$ cat config.mk
export PLATFORM = sky130hd
export DESIGN_NAME = seq_det_arbiter
export DESIGN_NICKNAME = d
export VERILOG_FILES = /design/src/rtl/seq_det_arbiter.sv
export SDC_FILE = /design/constraint.sdc
export NUM_CORES = 1
export LEC_CHECK = 0
export ABC_AREA = 1
export CORE_ASPECT_RATIO = 0.5
export CORE_UTILIZATION = 44
export CTS_CLUSTER_DIAMETER = 120
export DETAILED_ROUTE_END_ITERATION = 8
export SYNTH_ARGS = -nofsm -noshare
export SYNTH_HDL_FRONTEND = slang
export SYNTH_SLANG_ARGS = --single-unit
export TNS_END_PERCENT = 100
$ cat constraint.sdc
create_clock -name clk -period 4.95 [get_ports clk]
set_input_delay 0.495 -clock clk [delete_from_list [all_inputs] [get_ports clk]]
set_output_delay 0.495 -clock clk [all_outputs]
set_load 0.005 [all_outputs]
$ cat src/rtl/seq_det_arbiter.sv
// seq_det_arbiter: round-robin sharing of one serial pattern comparator
// across N_CH requester channels, each with its own shift-history context.
// Owns the target pattern, flushes channel contexts after every target
// load, and keeps a saturating global match counter.
//
// Optional build macro: SEQ_DET_NONOVERLAP_EN
//   defined   - a matching transfer also clears that channel's fill count,
//               so overlapping matches are suppressed
//   undefined - overlapping matches are reported
//
// state    | meaning
// ---------+-----------------------------------------------------------
// ST_IDLE  | configurable (cfg_ready=1), no grants; waits for cfg_we/en
// ST_RUN   | arbitrating channels, shifting bits, comparing to target
// ST_FLUSH | clearing one channel context per cycle after a target load
module seq_det_arbiter #(
   parameter int               N_CH           = 4,
   parameter int               PAT_W          = 4,
   parameter logic [PAT_W-1:0] TARGET_DEFAULT = 4'b1101,
   parameter int               CNT_W          = 16,
   parameter int               ID_W           = $clog2(N_CH)
) (
   input  logic              clk,
   input  logic              rst,
   input  logic              en,
   input  logic [N_CH-1:0]   in_valid,
   input  logic [N_CH-1:0]   in_data,
   output logic [N_CH-1:0]   in_ready,
   input  logic              cfg_we,
   input  logic [PAT_W-1:0]  cfg_target,
   output logic              cfg_ready,
   input  logic              cnt_clr,
   output logic              match,
   output logic [ID_W-1:0]   match_id,
   output logic [CNT_W-1:0]  match_cnt
);

   localparam int FILL_W = $clog2(PAT_W + 1);

   typedef enum logic [1:0] {
      ST_IDLE  = 2'd0,
      ST_RUN   = 2'd1,
      ST_FLUSH = 2'd2
   } state_e;

   state_e             state_q, state_d;
   logic [PAT_W-1:0]   target_q, target_d;
   logic [PAT_W-1:0]   hist_q [N_CH];
   logic [PAT_W-1:0]   hist_d [N_CH];
   logic [FILL_W-1:0]  fill_q [N_CH];
   logic [FILL_W-1:0]  fill_d [N_CH];
   logic [ID_W-1:0]    rr_ptr_q, rr_ptr_d;
   logic [ID_W-1:0]    flush_ptr_q, flush_ptr_d;
   logic               match_q, match_d;
   logic [ID_W-1:0]    match_id_q, match_id_d;
   logic [CNT_W-1:0]   match_cnt_q, match_cnt_d;

   logic [N_CH-1:0]    grant;
   logic               gnt_found;
   logic [ID_W-1:0]    gnt_idx;
   logic [ID_W-1:0]    cand;
   logic [PAT_W-1:0]   new_hist;
   logic               hit;

   // Round-robin search starting just after the last granted channel
   always_comb begin
      grant     = '0;
      gnt_found = 1'b0;
      gnt_idx   = rr_ptr_q;
      cand      = rr_ptr_q;
      if (state_q == ST_RUN && en) begin
         for (int k = 1; k <= N_CH; k++) begin
            cand = ID_W'((int'(rr_ptr_q) + k) % N_CH);
            if (!gnt_found && in_valid[cand]) begin
               gnt_found = 1'b1;
               gnt_idx   = cand;
            end
         end
      end
      if (gnt_found) begin
         grant[gnt_idx] = 1'b1;
      end
   end

   // Next-state logic: FSM, channel contexts, match pulse and counter
   always_comb begin
      state_d     = state_q;
      target_d    = target_q;
      hist_d      = hist_q;
      fill_d      = fill_q;
      rr_ptr_d    = rr_ptr_q;
      flush_ptr_d = flush_ptr_q;
      match_d     = 1'b0;
      match_id_d  = match_id_q;
      match_cnt_d = match_cnt_q;
      new_hist    = {hist_q[gnt_idx][PAT_W-2:0], in_data[gnt_idx]};
      hit         = 1'b0;

      case (state_q)
         ST_IDLE: begin
            if (cfg_we) begin
               target_d    = cfg_target;
               flush_ptr_d = '0;
               state_d     = ST_FLUSH;
            end else if (en) begin
               state_d = ST_RUN;
            end
         end
         ST_RUN: begin
            if (!en) begin
               state_d = ST_IDLE;
            end else if (gnt_found) begin
               rr_ptr_d        = gnt_idx;
               hist_d[gnt_idx] = new_hist;
               // fill is checked before this transfer: PAT_W-1 old bits plus
               // the new one make a complete window
               hit = (new_hist == target_q) &&
                     (fill_q[gnt_idx] >= FILL_W'(PAT_W - 1));
               if (fill_q[gnt_idx] < FILL_W'(PAT_W)) begin
                  fill_d[gnt_idx] = fill_q[gnt_idx] + 1'b1;
               end
`ifdef SEQ_DET_NONOVERLAP_EN
               if (hit) begin
                  fill_d[gnt_idx] = '0;
               end
`endif
               match_d = hit;
               if (hit) begin
                  match_id_d = gnt_idx;
               end
            end
         end
         ST_FLUSH: begin
            hist_d[flush_ptr_q] = '0;
            fill_d[flush_ptr_q] = '0;
            if (flush_ptr_q == ID_W'(N_CH - 1)) begin
               state_d = ST_IDLE;
            end else begin
               flush_ptr_d = flush_ptr_q + 1'b1;
            end
         end
         default: begin
            state_d = ST_IDLE;
         end
      endcase

      // A clear in the same cycle as a matching transfer drops that match
      if (cnt_clr) begin
         match_cnt_d = '0;
      end else if (match_d && (match_cnt_q != '1)) begin
         match_cnt_d = match_cnt_q + 1'b1;
      end
   end

   // State registers with asynchronous active-low reset
   always_ff @(posedge clk or negedge rst) begin
      if (!rst) begin
         state_q     <= ST_IDLE;
         target_q    <= TARGET_DEFAULT;
         for (int i = 0; i < N_CH; i++) begin
            hist_q[i] <= '0;
            fill_q[i] <= '0;
         end
         rr_ptr_q    <= ID_W'(N_CH - 1);
         flush_ptr_q <= '0;
         match_q     <= 1'b0;
         match_id_q  <= '0;
         match_cnt_q <= '0;
      end else begin
         state_q     <= state_d;
         target_q    <= target_d;
         for (int i = 0; i < N_CH; i++) begin
            hist_q[i] <= hist_d[i];
            fill_q[i] <= fill_d[i];
         end
         rr_ptr_q    <= rr_ptr_d;
         flush_ptr_q <= flush_ptr_d;
         match_q     <= match_d;
         match_id_q  <= match_id_d;
         match_cnt_q <= match_cnt_d;
      end
   end

   assign in_ready  = grant;
   assign cfg_ready = (state_q == ST_IDLE);
   assign match     = match_q;
   assign match_id  = match_id_q;
   assign match_cnt = match_cnt_q;

endmodule
### Yosys cells after proc, flatten, opt, wreduce, memory -nomap -nowiden

Cells that the tools add are included.

* register bits: 57
* input port bits: 17
* logic and storage cells: 138
* output and inout port bits: 24

* order comparisons: 12
* muxes and demuxes: 62
* reduce and logical (&&, ||, !) cells: 23
* add/subtract/negate cells: 7
* equal/unequal tests: 13
* bitwise logic cells: 6

Operator list (number)
* 16-bit 2-to-1 mux: 4
* 12-bit 2-to-1 mux: 3
* 16-bit case mux with 2 select lines: 1
* 12-bit case mux with 2 select lines: 1
* 2-bit 2-to-1 mux: 11
* 3-bit 2-to-1 mux: 6
* 1-bit 2-to-1 mux: 17
* 16-bit by 1-bit adder with 16-bit output (second input constant): 1
* 16-bit AND: 1
* 16-bit bitwise mux: 1
* 4-bit demux with 2-bit select: 2
* 16-bit != test (second input constant): 1
* 16-bit NOT: 1
* 2-bit by 3-bit less-than comparator with 1-bit output (second input constant): 5
* 12-bit AND: 1
* 12-bit bitwise mux: 1
* 3-bit demux with 2-bit select: 2
* 4-bit 2-to-1 mux: 3
* 2-bit != test (second input constant): 6
* 12-bit NOT: 1
* 3-bit AND reduction: 4
* 1-bit binary-select mux with 2-bit select: 5
* 1-bit logical AND: 9
* 4-bit binary-select mux with 2-bit select: 1
* 23 further kinds: 35

### Depth between registers and ports, before layout

* depth in word-level cells: 29
* mapped depth: 28
* depth with buffers taken out: 26

### Worst setup path after synthesis

No wires, ideal clock.

* kind: flip-flop to flip-flop
* from: register rr_ptr_q[0]
* to: register match_cnt_q[13], in the netlist match_cnt[13]
* clock period less this slack: 3197 ps
* stages on the path, launching flop included: 29
* required time: 4832 ps
* setup slack: 1753 ps
* setup time: 118 ps
* path buffers: 3
* arrival: 3079 ps
* cell sequence: dfstp_2 > inv_2 > buf_6 > nand2_2 > nand2_1 > nand2_2 > nand2_4 > nor2_8 > nand2_2 > nand2_1 > nand2_2 > nand2_4 > nand2_4 > buf_6 > nand2_1 > inv_2 > a22oi_1 > o221ai_1 > inv_1 > ha_1 > inv_1 > ha_1 > nor2_1 > nand2_2 > nor2_4 > nand4_4 > buf_6 > nand3_1 > nand2_1

* longest elaborated chain between the ends: 28
* elaborated cells on any way between the ends: 48
* those cells by class: 4 x add/sub; 1 x order compare; 1 x eq/ne; 32 x mux; 1 x bitwise; 9 x reduce/logical

RTL lines
* start: declaration: line 52 `logic [ID_W-1:0] rr_ptr_q, rr_ptr_d;`
* start signal: assignment: line 164 `rr_ptr_q <= ID_W'(N_CH - 1);`
* start signal: assignment: line 176 `rr_ptr_q <= rr_ptr_d;`
* 2-bit by 1-bit adder with 2-bit output: line 73 `cand = ID_W'((int'(rr_ptr_q) + k) % N_CH);`
* 1-bit binary-select mux with 2-bit select: line 74 `if (!gnt_found && in_valid[cand]) begin`
* 1-bit 2-to-1 mux (implied by the code): line 74
* 1-bit 2-to-1 mux: line 74
* 1-bit 2-to-1 mux: line 71 `if (state_q == ST_RUN && en) begin`
* 1-bit logical NOT: line 74
* 1-bit logical AND: line 74
* 1-bit 2-to-1 mux: line 74
* (+11 left out)
* 3-bit 2-to-1 mux (on tied branches) (2 in a row): line 118, 96
* 3-bit by 2-bit greater-or-equal comparator with 1-bit output / 4-bit equality test (equally long branches): line 118, 117
* 1-bit logical AND: line 117 `hit = (new_hist == target_q) &&`
* 1-bit 2-to-1 mux (*): line 112 `end else if (gnt_found) begin`
* 1-bit 2-to-1 mux (*): line 110 `if (!en) begin`
* 1-bit 2-to-1 mux (*): line 99 `case (state_q)`
* 1-bit logical AND (*): line 150 `end else if (match_d && (match_cnt_q != '1)) begin`
* 2-bit nonzero test (no line) (*)
* end signal: assignment: line 180 `match_cnt_q <= match_cnt_d;`
* end: declaration: line 56 `logic [CNT_W-1:0] match_cnt_q, match_cnt_d;`

Mark *: on every way between the ends. The rest lies on a longest branch, timed or not. The select of a mux whose other input is x is not followed.
A chain may end at the register's enable or synchronous reset.

### Worst setup path in the final report

* from: register rr_ptr_q[0]
* to: register match_cnt_q[15], in the netlist match_cnt[15]

Same word-level chain as after synthesis.

==> impl_metrics.toml <==
[outcome]
status = "finished clean"

[clocking]
clk_latency_ns = 0.29
clockBufferDepth = 2
clkSlewWorstSetupHoldPaths_ns = 0.07
cts_tree = "built"
postCtsSetupBuffers = 0
post_cts_resized = 0
cts_root_buf = "clkbuf_16"
htreeDepth = 2
cts_sinks = 53
hold_buffers = 0
numCtsBuffers = 5

[synth]
synth_edf_count = 0
ys_top_cells_by_area = "dfrtp_1 32%, nand2_1 11%, inv_1 7.2%"
syn_area_per_cell_um2 = 7.756
ys_ff_latch = 53
synthTopCellsByCount = "113 x nand2_1, 72 x inv_1, 48 x dfrtp_1"
yosys_most_used_dff = "dfrtp_1"
ys_types = 42
yosysMostFrequentCell = "nand2_1"
synth_async_sr_flop_share_pct = 100.0
syn_area_um2 = 3739
syn_inst = 482
ys_seq_area_share_pct = 35.64
yosys.area.top_type_share_pct = 32.13
yosysTopAreaCell = "dfrtp_1"
synth_nets = 507
yosysWarnings = 0

[global_route]
grt_usage_pct = 21.64
antenna_found_initial = 0
grt_start_max_net_pins = 54
grt_pass1_wl_um = 15060
grt_pass1_vias = 3032
gr-usage-met2_pct = 35.33
globalRouteMet1Util_pct = 29.80
met3_usage_pct = 4.429
global_route.peak_usage_layer = "met2"
grt.overflow.total = 0

[timing]
fmax_mhz = 258.5
setup_tns_ns = 0
finalHoldViolCount = 0
skew_ns = 0.004430
worstMarginPinSlew_ns = 1.048
final_max_slew_viol_count = 0
post-route-period-util_pct = 78.15
setup_violations = 0
rsz0062_at_grt = "no"
min_period_ns = 3.868
slew_headroom_pct = 30.04

[worst_setup_path]
critical_path_class = "reg -> reg"
critPathCaptureType = "flop"
worst-endpoint-arrival_ns = 4.04
start_kind = "flop"
required_ns = 5.12
crit_fanout = 16

[route]
first_iter_violations = 162
firstDrtPassIters = 4
drc = 0
drt-total-wl_um = 8844
routed_via_density = 5.139
ant_nets = 0
wl_per_cell_um = 14.02
vias = 3243

[floorplan]
initial_utilization_pct = 46.07
design.core.area_um2 = 8115
die_x_um = 132.4
die_h_um = 67.18
dieArea_um2 = 8892
rows = 23
io_pins = 41

[layout]
drive_above_1_share_pct = 14.84
antenna_cells = 0
area_growth_syn_to_layout_pct = 16.10
final_net_count = 543

[job]
cap_viol_max_count = 0

[place]
gp_congestion = 0.8552
port_buffers = 40
dp_hpwl_um = 6397

[worst_hold_path]
hold_class = "in -> async"

[power]
p_per_area_nw_per_um2 = 484.0
p_total_mw = 2.101
peakVddDrop_v = 0.0002074
p_leak_nw = 2.159
## final cells by class
type                    count  area (µm²)
multi-input cells         339        2026
inverters                  78       292.8
well taps                 112       140.1
fillers                   812        3775
clock buffers               8       146.4
repair buffers             41       402.9
flip-flops and latches     53        1333
## cells by family (layout without fill, tap and decap cells)
logic type | count (synthesis) | count (layout) | share of synthesized area, %
buf+inv | 90 | 127 | 10.17
fa+ha+maj | 8 | 8 | 2.677
compound gates | 65 | 65 | 12.58
simple gates | 252 | 252 | 35.64
flops | 53 | 53 | 35.64
xor+xnor | 14 | 14 | 3.280
## worst paths after layout
kind	startpoint	end	slack (ns)	cells past startpoint
min reg2reg	state_q[1]$_DFFE_PN0P_	state_q[0]$_DFFE_PN0P_	0.49	1
max reg2reg	rr_ptr_q[0]$_DFFE_PN1P_	match_cnt[15]$_DFFE_PN0P_	1.08	25
max in group asynchronous	rst	fill_q[2]$_DFFE_PN0P_	4.17	2
max	rr_ptr_q[0]$_DFFE_PN1P_	match_cnt[15]$_DFFE_PN0P_	1.08	25
min	rst	hist_q[8]$_DFFE_PN0P_	0.32	2
min in group clk	state_q[1]$_DFFE_PN0P_	state_q[0]$_DFFE_PN0P_	0.49	1
## cell usage in the layout (no fill, tap or decap), types with 12 or more instances in the layout
master	instances
clkdlybuf4s50_1	39
dfrtp_1	48
inv_1	72
nand2_1	113
nand2_2	21
nand3_1	42
nand4_1	19
nor2_1	25
xor2_1	12
## per-layer routing
metal,vias to the layer above,wire [µm]
met3,7,472
met4,0,80
li1,1649,-
met1,1513,4500
met2,74,3791
met5,-,0
## stage by stage
| stage | worst slack, ns | utilization, % | instances | hold slack [ns] | cell area (µm²) |
|---|---|---|---|---|---|
| floorplan | 1.753 | - | 482 | 0.1994 | 3739 |
| global placement | 0.9539 | 51.68 | 623 | 0.4769 | 4194 |
| finish | 1.082 | 53.48 | 631 | 0.3235 | 4340 |
| detailed placement | 0.9380 | 51.68 | 623 | 0.4817 | 4194 |
| CTS | 1.081 | 53.48 | 631 | 0.3604 | 4340 |
| global route | 0.6612 | 53.48 | 631 | 0.3944 | 4340 |
## power breakdown
part	internal (mW)	leakage (nW)	switching (mW)
combinational	0.380	1.38	0.776
clock	0.202	0.0712	0.154
sequential	0.527	0.710	0.0608
## worst max-delay path: stages (launching register included)
cell and delay, ns:
dfstp_2 0.67, inv_2 0.17, nand2_1 0.08, nand2_1 0.11
nand2_2 0.11, nand2_4 0.08, inv_2 0.08, nand2_1 0.05
nand2_1 0.05, nand3_1 0.06, nand2_1 0.12, nand2_1 0.08
nand2_2 0.22, nor2_2 0.12, a22oi_1 0.23, o221ai_1 0.15
inv_1 0.08, ha_1 0.18, inv_1 0.05, ha_1 0.21
nor2_1 0.13, nand2_2 0.08, nor2_4 0.09, nand4_4 0.28
nand3_1 0.17, nand2_1 0.08
## registers in the layout, indices dropped and copies added (netlist names)
| register | cells |
|---|---|
| match | 1 |
| match_cnt | 16 |
| target_q | 4 |
| flush_ptr_q | 2 |
| fill_q | 12 |
| state_q | 2 |
| rr_ptr_q | 2 |
| match_id | 2 |
| hist_q | 12 |
Power figures use the tool's default switching activity.
